### config.mk
export PLATFORM = sky130hd
export DESIGN_NAME = magazine_ctrl_flat
export DESIGN_NICKNAME = d
export VERILOG_FILES = /design/src/rtl/magazine_if.sv /design/src/rtl/magazine_ctrl.sv /design/src/flat_wrapper.sv
export SDC_FILE = /design/constraint.sdc
export NUM_CORES = 1
export LEC_CHECK = 0
export CELL_PAD_IN_SITES_DETAIL_PLACEMENT = 1
export CELL_PAD_IN_SITES_GLOBAL_PLACEMENT = 1
export CORE_UTILIZATION = 44
export CTS_BUF_LIST = sky130_fd_sc_hd__clkbuf_4
export CTS_CLUSTER_SIZE = 40
export DETAILED_ROUTE_END_ITERATION = 7
export GPL_TIMING_DRIVEN = 0
export PLACE_DENSITY_LB_ADDON = 0.2
export SLEW_MARGIN = 20
export SYNTH_ARGS = -nofsm -noshare
export SYNTH_HDL_FRONTEND = slang
export SYNTH_SLANG_ARGS = --single-unit
### constraint.sdc
create_clock -name clk -period 4.42 [get_ports clk]
set_clock_uncertainty 0.2 [all_clocks]
set_input_delay 0.663 -clock clk [delete_from_list [all_inputs] [get_ports clk]]
set_output_delay 0.663 -clock clk [all_outputs]
set_load 0.02 [all_outputs]
### src/rtl/magazine_if.sv
// Handshake bundle between the game/mouse side and the ammunition controller.
// The master drives the controls and cursor position; the slave reports ammo state and shot events.
interface magazine_if;
  logic        game_enable;
  logic        round_refill;
  logic        trigger;
  logic        reload_req;
  logic [11:0] xpos;
  logic [11:0] ypos;
  logic [2:0]  bullets_in_magazine;
  logic        shot_valid;
  logic [11:0] shot_x;
  logic [11:0] shot_y;
  logic        dry_fire;
  logic        reloading;

  modport master (
    output game_enable, round_refill, trigger, reload_req, xpos, ypos,
    input  bullets_in_magazine, shot_valid, shot_x, shot_y, dry_fire, reloading
  );

  modport slave (
    input  game_enable, round_refill, trigger, reload_req, xpos, ypos,
    output bullets_in_magazine, shot_valid, shot_x, shot_y, dry_fire, reloading
  );
endinterface

### src/rtl/magazine_ctrl.sv
// Duck Hunt ammunition controller: sequences shots, cooldown and reload, owns the bullet count
// and emits one-cycle shot / dry-fire pulses with the latched aim point.
module magazine_ctrl #(
  parameter int MAG_SIZE        = 3,
  parameter int COOLDOWN_CYCLES = 16_250_000,
  parameter int RELOAD_CYCLES   = 32_500_000
) (
  input  logic       clk,
  input  logic       rst_n,
  magazine_if.slave  bus
);

  localparam int MAX_CYCLES = (COOLDOWN_CYCLES > RELOAD_CYCLES) ? COOLDOWN_CYCLES : RELOAD_CYCLES;
  localparam int CW         = $clog2(MAX_CYCLES + 1);

  localparam logic [2:0]    MAG     = 3'(MAG_SIZE);
  localparam logic [CW-1:0] CD_LAST = CW'(COOLDOWN_CYCLES - 1);
  localparam logic [CW-1:0] RL_LAST = CW'(RELOAD_CYCLES - 1);

  typedef enum logic [2:0] {
    S_DISABLED,
    S_READY,
    S_COOLDOWN,
    S_EMPTY,
    S_RELOADING
  } state_t;

  state_t        state;
  logic [2:0]    bullets;
  logic [CW-1:0] cnt;
  logic          trig_q;
  logic          shot_valid;
  logic          dry_fire;
  logic          reloading;
  logic [11:0]   shot_x;
  logic [11:0]   shot_y;
  logic          fire_edge;

  // trig_q follows the button in every state, so a press held across enable or cooldown never fires.
  assign fire_edge = bus.trigger & ~trig_q;

  // NOTE: every register in this block uses <= so all updates see the pre-edge values;
  // the async reset returns the whole controller to a known state without waiting for a clock.
  always_ff @(posedge clk or negedge rst_n) begin
    if (!rst_n) begin
      state      <= S_DISABLED;
      bullets    <= MAG;
      cnt        <= '0;
      trig_q     <= 1'b0;
      shot_valid <= 1'b0;
      dry_fire   <= 1'b0;
      reloading  <= 1'b0;
      shot_x     <= '0;
      shot_y     <= '0;
    end else begin
      trig_q     <= bus.trigger;
      shot_valid <= 1'b0;
      dry_fire   <= 1'b0;

      if (!bus.game_enable) begin
        state     <= S_DISABLED;
        bullets   <= MAG;
        cnt       <= '0;
        reloading <= 1'b0;
      end else if (bus.round_refill) begin
        state     <= S_READY;
        bullets   <= MAG;
        cnt       <= '0;
        reloading <= 1'b0;
      end else begin
        unique case (state)
          S_DISABLED: state <= S_READY;

          S_READY: begin
            if (fire_edge && bullets != 3'd0) begin
              bullets    <= bullets - 3'd1;
              shot_valid <= 1'b1;
              shot_x     <= bus.xpos;
              shot_y     <= bus.ypos;
              cnt        <= '0;
              state      <= S_COOLDOWN;
            end else if (bus.reload_req && bullets < MAG) begin
              cnt       <= '0;
              reloading <= 1'b1;
              state     <= S_RELOADING;
            end
          end

          S_COOLDOWN: begin
            if (cnt == CD_LAST) begin
              cnt   <= '0;
              state <= (bullets != 3'd0) ? S_READY : S_EMPTY;
            end else begin
              cnt <= cnt + 1'b1;
            end
          end

          S_EMPTY: begin
            if (fire_edge) dry_fire <= 1'b1;
            if (bus.reload_req) begin
              cnt       <= '0;
              reloading <= 1'b1;
              state     <= S_RELOADING;
            end
          end

          S_RELOADING: begin
            if (cnt == RL_LAST) begin
              cnt <= '0;
              if (bullets < MAG) bullets <= bullets + 3'd1;
              if (bullets + 3'd1 >= MAG) begin
                reloading <= 1'b0;
                state     <= S_READY;
              end
            end else begin
              cnt <= cnt + 1'b1;
            end
          end

          default: state <= S_DISABLED;
        endcase
      end
    end
  end

  assign bus.bullets_in_magazine = bullets;
  assign bus.shot_valid          = shot_valid;
  assign bus.shot_x              = shot_x;
  assign bus.shot_y              = shot_y;
  assign bus.dry_fire            = dry_fire;
  assign bus.reloading           = reloading;

endmodule

### src/flat_wrapper.sv
// flat-port wrapper written by rule: the top's interface ports become plain ports
module magazine_ctrl_flat 
#(
  parameter int MAG_SIZE        = 3,
  parameter int COOLDOWN_CYCLES = 16_250_000,
  parameter int RELOAD_CYCLES   = 32_500_000
)
  (clk, rst_n, bus_game_enable, bus_round_refill, bus_trigger, bus_reload_req, bus_xpos, bus_ypos, bus_bullets_in_magazine, bus_shot_valid, bus_shot_x, bus_shot_y, bus_dry_fire, bus_reloading);
  magazine_if bus_i ();
  input  logic clk;
  input  logic rst_n;
  input wire logic [$bits(bus_i.game_enable)-1:0] bus_game_enable;
  input wire logic [$bits(bus_i.round_refill)-1:0] bus_round_refill;
  input wire logic [$bits(bus_i.trigger)-1:0] bus_trigger;
  input wire logic [$bits(bus_i.reload_req)-1:0] bus_reload_req;
  input wire logic [$bits(bus_i.xpos)-1:0] bus_xpos;
  input wire logic [$bits(bus_i.ypos)-1:0] bus_ypos;
  output wire logic [$bits(bus_i.bullets_in_magazine)-1:0] bus_bullets_in_magazine;
  output wire logic [$bits(bus_i.shot_valid)-1:0] bus_shot_valid;
  output wire logic [$bits(bus_i.shot_x)-1:0] bus_shot_x;
  output wire logic [$bits(bus_i.shot_y)-1:0] bus_shot_y;
  output wire logic [$bits(bus_i.dry_fire)-1:0] bus_dry_fire;
  output wire logic [$bits(bus_i.reloading)-1:0] bus_reloading;
  assign bus_i.game_enable = bus_game_enable;
  assign bus_i.round_refill = bus_round_refill;
  assign bus_i.trigger = bus_trigger;
  assign bus_i.reload_req = bus_reload_req;
  assign bus_i.xpos = bus_xpos;
  assign bus_i.ypos = bus_ypos;
  assign bus_bullets_in_magazine = bus_i.bullets_in_magazine;
  assign bus_shot_valid = bus_i.shot_valid;
  assign bus_shot_x = bus_i.shot_x;
  assign bus_shot_y = bus_i.shot_y;
  assign bus_dry_fire = bus_i.dry_fire;
  assign bus_reloading = bus_i.reloading;
  magazine_ctrl #(.MAG_SIZE(MAG_SIZE), .COOLDOWN_CYCLES(COOLDOWN_CYCLES), .RELOAD_CYCLES(RELOAD_CYCLES)) u_core (.clk(clk), .rst_n(rst_n), .bus(bus_i));
endmodule
# Word level (Yosys, flattened, before mapping)
# Index checks and enable logic that the tools add are counted.
totals:
  regBits: 59
  inputBits: 30
  out_inout_bits: 30
  elab_cells: 84
op_classes:
  addsub: 3
  order_cmp: 2
  n_eq_ne: 18
  muxes: 40
  bitwise: 3
  reduce_logical: 9
ops:
  columns: ["op", "count"]
  rows:
  - ["two-way mux 25 bit", 7]
  - ["case mux 25 bit (4 select lines)", 1]
  - ["two-way mux 3 bit", 13]
  - ["adder 25 x 1 -> 25 bit, second input constant", 1]
  - ["== test 25 x 24 -> 1 bit, second input constant", 1]
  - ["== test 25 bit, second input constant", 1]
  - ["inequality test 4 x 3 -> 1 bit, second input constant", 6]
  - ["two-way mux 1 bit", 15]
  - ["case mux 3 bit (5 select lines)", 1]
  - ["inequality test 4 bit, second input constant", 2]
  - ["AND reduction 4 bit", 2]
  - ["== test 3 x 2 -> 1 bit, second input constant", 2]
  - ["inequality test 6 x 1 -> 1 bit, second input constant", 1]
  - ["case mux 3 bit (2 select lines)", 1]
  - ["AND reduction 6 bit", 1]
  - ["inequality test 5 x 1 -> 1 bit, second input constant", 1]
  - ["inequality test 5 x 3 -> 1 bit, second input constant", 1]
  - ["AND reduction 5 bit", 1]
  - ["inequality test 4 x 1 -> 1 bit, second input constant", 1]
  - ["adder 3 x 1 -> 3 bit, second input constant", 1]
  - ["== test 3 x 1 -> 1 bit, second input constant", 1]
  - ["== test 3 bit, second input constant", 1]
  - ["greater-or-equal comparator 3 x 2 -> 1 bit, second input constant", 1]
  - ["logical NOT 3 bit", 1]
  - ["other kinds (9)", 11]

# Logic depth before layout (Yosys ltp)
# Gate-level depths: netlist (run 1).
depth:
  depth_word: 7
  mapped_depth: 9
  depth_no_buf: 8

# Worst setup path before layout (run 1)
# OpenSTA, ideal clock, no wires.
synth_timing:
  path_kind: "register to register"
  startpoint: "register u_core.bullets[0] (netlist: u_core.bus.bullets_in_magazine[0])"
  endpoint: "register u_core.cnt[21]"
  setup_ns: 0.125
  t_arrival_ns: 2.330
  t_required_ns: 4.095
  slack_ns: 1.765
  stages_incl_launch_ff: 10
  n_path_buf: 1
  period_less_slack_ns: 2.655
  cell_sequence: "dfstp_2 -> inv_1 -> ha_1 -> or2b_2 -> a22oi_2 -> o311a_1 -> buf_6 -> or4b_4 -> xor2_1 -> nor2_2"
synth_via:
  elab_chain_len: 6
  word_cells_on_any_way: 10
  cone_classes: "order compare (1); eq/ne (1); mux (4); reduce/logical (4)"
synth_rtl:
  columns: ["item", "line_no", "rtl"]
  rows:
  - ["start: declaration", "magazine_ctrl.sv:29", "logic [2:0] bullets;"]
  - ["start signal: assignment", "magazine_ctrl.sv:76", "bullets <= bullets - 3'd1;"]
  - ["start signal: assignment", "magazine_ctrl.sv:110", "if (bullets < MAG) bullets <= bullets + 3'd1;"]
  - ["nonzero test 3 bit", "magazine_ctrl.sv:75", "if (fire_edge && bullets != 3'd0) begin"]
  - ["logical AND 1 bit", "magazine_ctrl.sv:75", null]
  - ["two-way mux 25 bit", "magazine_ctrl.sv:75", null]
  - ["case mux 25 bit (4 select lines)", "magazine_ctrl.sv:71", "unique case (state)"]
  - ["two-way mux 25 bit", "magazine_ctrl.sv:65", "end else if (bus.round_refill) begin"]
  - ["two-way mux 25 bit", "magazine_ctrl.sv:60", "if (!bus.game_enable) begin"]
  - ["end signal: assignment", "magazine_ctrl.sv:94", "cnt <= cnt + 1'b1;"]
  - ["end signal: assignment", "magazine_ctrl.sv:116", "cnt <= cnt + 1'b1;"]
  - ["end: declaration", "magazine_ctrl.sv:30", "logic [CW-1:0] cnt;"]
# Parallel ways exist; a longest one is shown, timed or not.
# A chain may end at the register's enable or synchronous reset.

# Worst setup path after layout (run 1)
# Same ends and word-level chain as after synthesis.

==> metrics, run 1 <==
Clock Sinks 59; R2R Setup Slk 1630 ps; Setup CP Type reg -> reg; Core Area 6490 um2; worst-skew pair later-pin latency 410 ps; CTS tree done; CP top delay family simple AND/OR/NAND/NOR gates; CP Data Arrival Time 2880 ps; number of synthesized flops with an enable pin 0; GR Overflow Total 0; Synth Warn # 0; ratio of cells with drive above 1 in the final layout 17.5%; worst-case reg-to-reg path depth 9; final setup violating endpoints 0; worst path bufs/invs 2; Final Cell Area 3930 um2; IO buf count 59; # Max-Cap Violations 0; Final nets 402; Placement Setup Slack 1170 ps; Setup crit end kind flip-flop; CP required 4510 ps; total power 0.00140 W; Post-Syn Nets 330; Final ANT Viol Nets 0; worst r2r src u_core.bus.bullets_in_magazine[0]; Netlist cell types 55; Reg clk slew, reported paths 110 ps; Vias 2528; critical path, cell by cell inv_1, ha_1, or2b_2, a22oi_2, o311a_1, buf_6, or4b_4, xor2_1, nor2_2; ys flop type dfrtp_1; Post-Synthesis Cell Area 3040 um2; Async SR Flop Fraction 100%; Antenna Cells 0; crit start category flip-flop; hold wc startpoint u_core.bus.shot_x[1]; slowest stage cell, crit path dfstp_2; DRT Pass-1 Iters 4; initial antenna violation count 0; Total GRT Usage 23.0%; Initial Util 46.9%; DIE AREA 7250 um2; Hold Vio Cnt, Final 0; drt wl/cell 17.4 um; hold endpoint u_core.bus.shot_x[1]; Fmax achieved 0.359 GHz; Fill cells 727; status finished clean; Root Driver clkbuf_4; CTS Buf Count 9; non-filler instance count after layout 449; worst hold-check path type reg -> reg; Yosys reg bits 59; final setup TNS 0 ps; mean post-synth cell area 10.3 um2; I/O pins 60; First DRT Iteration DRCs 115; first-pass GRT wire length 12800 um; share of the synthesized area in the top cell type 46.9%; Mapped Cells 295; Commonest cells post-synth dfrtp_1, mux2_2, nor2_1; Final Critical Period 2790 ps; Logic pwr share 23.3%; RR Endpoint u_core.cnt[21]; slowest stage delay, CP 590 ps; Seq/Total Area, Yosys 48.6%; part of the power in registers 44.6%; hold path cells 1; # DRC 0; Max VDD drop 0.211 mV; Slew Viols, Final 0; period utilisation layout 63.1%; internal cell power 0.00101 W; Clk network pwr share 32.1%; pin count of the biggest net entering global routing 35; DP Cell Count 432; Lkg Pwr 1.60 nW; relative slew slack 52.3%; FP Rows 29; Max clock buf depth 2; P_sw 0.000391 W; mean number of vias per cell 5.63; height of the die 85.2 um; CP max FO 10; final setup margin 1630 ps; vias in the first global route 2616; post-DP HPWL 5600 um; H-tree depth 3; area grow syn2layout 29.0%; most frequent cell after synthesis dfrtp_1; Power per Cell Area 357 nW/um2; actual slew at the worst max-slew pin 714 ps; total routed wirelength 7800 um; dpl cell area 3750 um2; CTS resizes 0; Placer Congestion 0.875; switching share of power 27.9%; Yosys top cell by area dfrtp_1; Horiz. Die Dim 85.2 um; unrepaired setup endpoints after global routing false; largest cells by area after synthesis dfrtp_1, mux2_2, o21ai_0, nor2_1, a21oi_1
## timing repair
| action | 4_1_cts | 5_1_grt |
|---|---|---|
| hold buffers | 1 | 0 |
| hold endpoints to repair | 24 | 0 |
| buffers inserted | 0 | 0 |
## registers in the layout, summed over array words and instances, names as in the netlist
register and count:
u_core.state 3, u_core.trig_q 1, u_core.bus.shot_y 12, u_core.bus.shot_valid 1, u_core.bus.dry_fire 1, u_core.bus.reloading 1
u_core.cnt 25, u_core.bus.shot_x 12, u_core.bus.bullets_in_magazine 3
## metal layers
metal / up-vias / part of all wire [%] / GRT usage [%]
li1: 1218 / - / -
met1: 1247 / 48 / 31.0
met2: 54 / 47 / 37.2
met3: 9 / 3.8 / 3.79
met4: 0 / 1.4 / 9.09
met5: - / 0 / 0
## power by group through the flow
stage / registers (W) / clock network (W) / logic [W]
4_1_cts: 0.000627 / 0.000457 / 0.000329
6_report: 0.000625 / 0.000450 / 0.000326
2_1_floorplan: 0.000708 / 0 / 0.0000772
3_3_place_gp: 0.000632 / 0 / 0.000316
3_5_place_dp: 0.000638 / 0 / 0.000328
5_1_grt: 0.000634 / 0.000480 / 0.000345
## through the flow
step / hold slack [ps] / utilization [%]
3_5_place_dp: 296 / 57.7
4_1_cts: 319 / 60.3
5_1_grt: 334 / 60.4
6_report: 315 / 60.4
2_1_floorplan: 167 / -
3_3_place_gp: 287 / 57.4
## worst max-delay path by stage
stage | cells past startpoint | startpoint | endpoint | slack [ps]
3_3_place_gp | 1 | rst_n | u_core.bus.bullets_in_magazine[2] | 580
3_5_place_dp | 6 | bus_trigger | u_core.cnt[18] | 1170
4_1_cts | 7 | u_core.bus.bullets_in_magazine[0] | u_core.cnt[18] | 1350
5_1_grt | 8 | u_core.cnt[0] | u_core.cnt[22] | 1520
6_report | 9 | u_core.bus.bullets_in_magazine[0] | u_core.cnt[21] | 1630
2_1_floorplan | 9 | u_core.bus.bullets_in_magazine[0] | u_core.cnt[21] | 1770
## logic make-up after synthesis
group,after synthesis,synth area share (%)
compound gates,59,12.0
xor+xnor,6,1.73
fa+ha+maj,5,2.06
buf+inv,27,3.78
flops,59,48.6
mux,27,9.87
simple gates,112,22.0
## worst reg2reg max path, delay by kind of cell (launching register included)
family / cells / cell delay, ps
AND/OR/NAND/NOR: 3 / 800
flip-flops: 1 / 590
AO/OA/AOI/OAI: 2 / 420
buffers and inverters: 2 / 260
adder cells (fa/ha/maj): 1 / 210
XOR/XNOR: 1 / 200
## cells in the final DEF, fill, tap and decap left out, drive strengths merged, types with 4 or more instances in the layout
| cell | Yosys | routed |
|---|---|---|
| buf | 6 | 8 |
| nor3 | 6 | 6 |
| o21ai | 19 | 19 |
| a21oi | 17 | 17 |
| clkbuf | 7 | 18 |
| mux2 | 24 | 24 |
| inv | 14 | 14 |
| dfrtp | 57 | 57 |
| clkdlybuf4s50 | 0 | 58 |
| nand4 | 9 | 9 |
| ha | 5 | 5 |
| xnor2 | 4 | 4 |
| nand2 | 17 | 17 |
| a31oi | 5 | 5 |
| nor4 | 7 | 7 |
| a22o | 4 | 4 |
| nand2b | 4 | 4 |
| or3 | 10 | 10 |
| a21o | 4 | 4 |
| nand3 | 14 | 14 |
| nor3b | 4 | 4 |
| nor2 | 23 | 23 |
## area by class of cell
| class | count | area [um2] | area share (%) |
|---|---|---|---|
| timing repair buffer | 61 | 618 | 15.7 |
| clock inverter | 5 | 77.6 | 1.98 |
| clock buffer | 11 | 82.6 | 2.10 |
| inverter | 14 | 52.6 | 1.34 |
| sequential | 59 | 1480 | 37.7 |
| multi-input combinational | 209 | 1460 | 37.1 |
| buffer | 13 | 62.6 | 1.59 |
| tap | 77 | 96.3 | 2.45 |
(Power assumes the default switching activity.)
==> run 2: changes to the inputs <==
Settings changed: CORE_UTILIZATION 44 to 41.
Clock period 4.42 ns to 2.7 ns, I/O delays scaled along.
==> metrics, run 2 (synthesis results as in run 1) <==
Total GRT Usage 21.9% (was 23.0%); Vias 2584 (was 2528); CP Data Arrival Time 2700 ps (was 2880 ps); slowest stage delay, CP 550 ps (was 590 ps); internal cell power 0.00166 W (was 0.00101 W); largest register by flop count u_core.cnt (unchanged); slowest stage cell, crit path dfstp_2 (unchanged); drt wl/cell 16.9 um (was 17.4 um); max reg flops 25 (unchanged); worst hold-check path type in -> async (was reg -> reg); worst-skew pair later-pin latency 410 ps (about the same); largest registers u_core.cnt: 25 flops, u_core.bus.shot_x: 12 flops, u_core.bus.shot_y: 12 flops (unchanged); area grow syn2layout 31.6% (was 29.0%); IO buf count 59 (unchanged); R2R Setup Slk 100 ps (was 1630 ps); CP top delay family simple AND/OR/NAND/NOR gates (unchanged); Clk network pwr share 31.9% (was 32.1%); P_sw 0.000640 W (was 0.000391 W); post-DP HPWL 5900 um (was 5600 um); Placer Congestion 0.886 (was 0.875); Max clock buf depth 2 (unchanged); critical path, cell by cell inv_2, ha_1, or2b_4, a22oi_2, o311a_1, buf_6, or4b_4, xor2_2, nor2_2 (was inv_1, ha_1, or2b_2, a22oi_2, o311a_1, buf_6, or4b_4, xor2_1, nor2_2); Setup crit end kind flip-flop (unchanged); initial antenna violation count 0 (unchanged); CP max FO 10 (unchanged); Horiz. Die Dim 88.2 um (was 85.2 um); ratio of cells with drive above 1 in the final layout 19.9% (was 17.5%); final setup violating endpoints 0 (unchanged); Clock Sinks 59 (unchanged); period utilisation layout 96.2% (was 63.1%); RR Endpoint u_core.cnt[21] (unchanged); DRT Pass-1 Iters 4 (unchanged); # DRC 0 (unchanged); CTS Buf Count 9 (unchanged); vias in the first global route 2580 (was 2616); GR Overflow Total 0 (unchanged); Power per Cell Area 573 nW/um2 (was 357 nW/um2); DIE AREA 7770 um2 (was 7250 um2); Fmax achieved 0.385 GHz (was 0.359 GHz); Root Driver clkbuf_4 (unchanged); CTS tree done (unchanged); worst path bufs/invs 2 (unchanged); Antenna Cells 0 (unchanged); switching share of power 27.9% (about the same); Final ANT Viol Nets 0 (unchanged); status finished clean (unchanged); Logic pwr share 23.3% (about the same); mean number of vias per cell 5.43 (was 5.63); most common cell after layout, fill and taps aside clkdlybuf4s50_1 (unchanged); actual slew at the worst max-slew pin 690 ps (was 714 ps); CP required 2810 ps (was 4510 ps); Final Util 55.5% (was 60.4%); Max VDD drop 0.334 mV (was 0.211 mV); first-pass GRT wire length 12800 um (about the same); leading cell types in the layout, fill and taps excluded clkdlybuf4s50_1, dfrtp_1, mux2_2, nor2_1, o21ai_0 (unchanged); relative slew slack 53.9% (was 52.3%); Core Area 7210 um2 (was 6490 um2); WHS 228 ps (was 315 ps); # Max-Cap Violations 0 (unchanged); worst-case reg-to-reg path depth 9 (unchanged); FP Rows 31 (was 29); Initial Util 42.2% (was 46.9%); Final Critical Period 2600 ps (was 2790 ps); worst r2r src u_core.bus.bullets_in_magazine[0] (unchanged); Setup CP Type reg -> reg (unchanged); pin count of the biggest net entering global routing 39 (was 35); Slew Viols, Final 0 (unchanged); total routed wirelength 8020 um (was 7800 um); Reg clk slew, reported paths 110 ps (about the same); crit start category flip-flop (unchanged); Lkg Pwr 1.63 nW (was 1.60 nW); I/O pins 60 (unchanged); Hold Vio Cnt, Final 0 (unchanged); First DRT Iteration DRCs 101 (was 115); part of the power in registers 44.8% (was 44.6%); Final nets 407 (was 402); H-tree depth 3 (unchanged); height of the die 88.2 um (was 85.2 um)
[run 2: cell count changes in the layout (fill, tap and decap cells not counted), sizes merged]
cell and delta:
buf +5
[run 2: area by class of cell]
type	instances	area, um2
Clock buffer	11	82.6
Timing Repair Buffer	66	656
Clock inverter	5	77.6
Tap cell	99	124
Sequential cell	59	1480
Buffer	13	65.1
Fill cell	839	3210
Inverter	14	52.6
Multi-Input combinational cell	209	1470
[run 2: worst max path at each step]
stage	startpoint	endpoint	depth (start not counted)
after detailed placement	bus_trigger	u_core.cnt[18]	6
after floorplan	u_core.bus.bullets_in_magazine[0]	u_core.cnt[21]	9
after global placement	rst_n	u_core.cnt[2]	1
final	u_core.bus.bullets_in_magazine[0]	u_core.cnt[21]	9
after global routing	u_core.bus.bullets_in_magazine[0]	u_core.bus.shot_x[9]	7
after CTS	u_core.bus.bullets_in_magazine[1]	u_core.cnt[21]	9
[run 2: power groups by stage]
| stage | clock [W] | combinational, W | sequential (W) |
|---|---|---|---|
| floorplan | 0 | 0.000126 | 0.00116 |
| global placement | 0 | 0.000519 | 0.00103 |
| detailed placement | 0 | 0.000538 | 0.00105 |
| CTS | 0.000756 | 0.000542 | 0.00103 |
| global route | 0.000795 | 0.000578 | 0.00104 |
| finish | 0.000733 | 0.000536 | 0.00103 |
[run 2: timing repair]
| action | in CTS | in global routing |
|---|---|---|
| setup buffers | 1 | 4 |
| gates resized for setup | 1 | 8 |
| hold buffers | 1 | 0 |
| pin swaps | 0 | 2 |
| hold endpoints to repair | 21 | 0 |
| endpoints found under the setup margin | 6 | 35 |
[run 2: metal layers]
| layer | vias up | global-route usage (%) | wire length (um) |
|---|---|---|---|
| li1 | 1225 | - | - |
| met1 | 1274 | 28.6 | 3630 |
| met2 | 70 | 35.2 | 3770 |
| met3 | 15 | 4.43 | 475 |
| met4 | 0 | 9.82 | 148 |
| met5 | - | 0 | 0 |
[run 2: per-stage QoR]
step | TNS, ps | power, W | cell area [um2] | setup slack [ps] | cells
finish | 0 | 0.00230 | 4010 | 102 | 476
global route | -15.3 | 0.00241 | 4010 | -12.5 | 476
CTS | 0 | 0.00233 | 3960 | 29.6 | 472
floorplan | 0 | 0.00129 | 3040 | 45.1 | 295
detailed placement | -4890 | 0.00159 | 3770 | -240 | 454
global placement | -59830 | 0.00155 | 3760 | -976 | 453
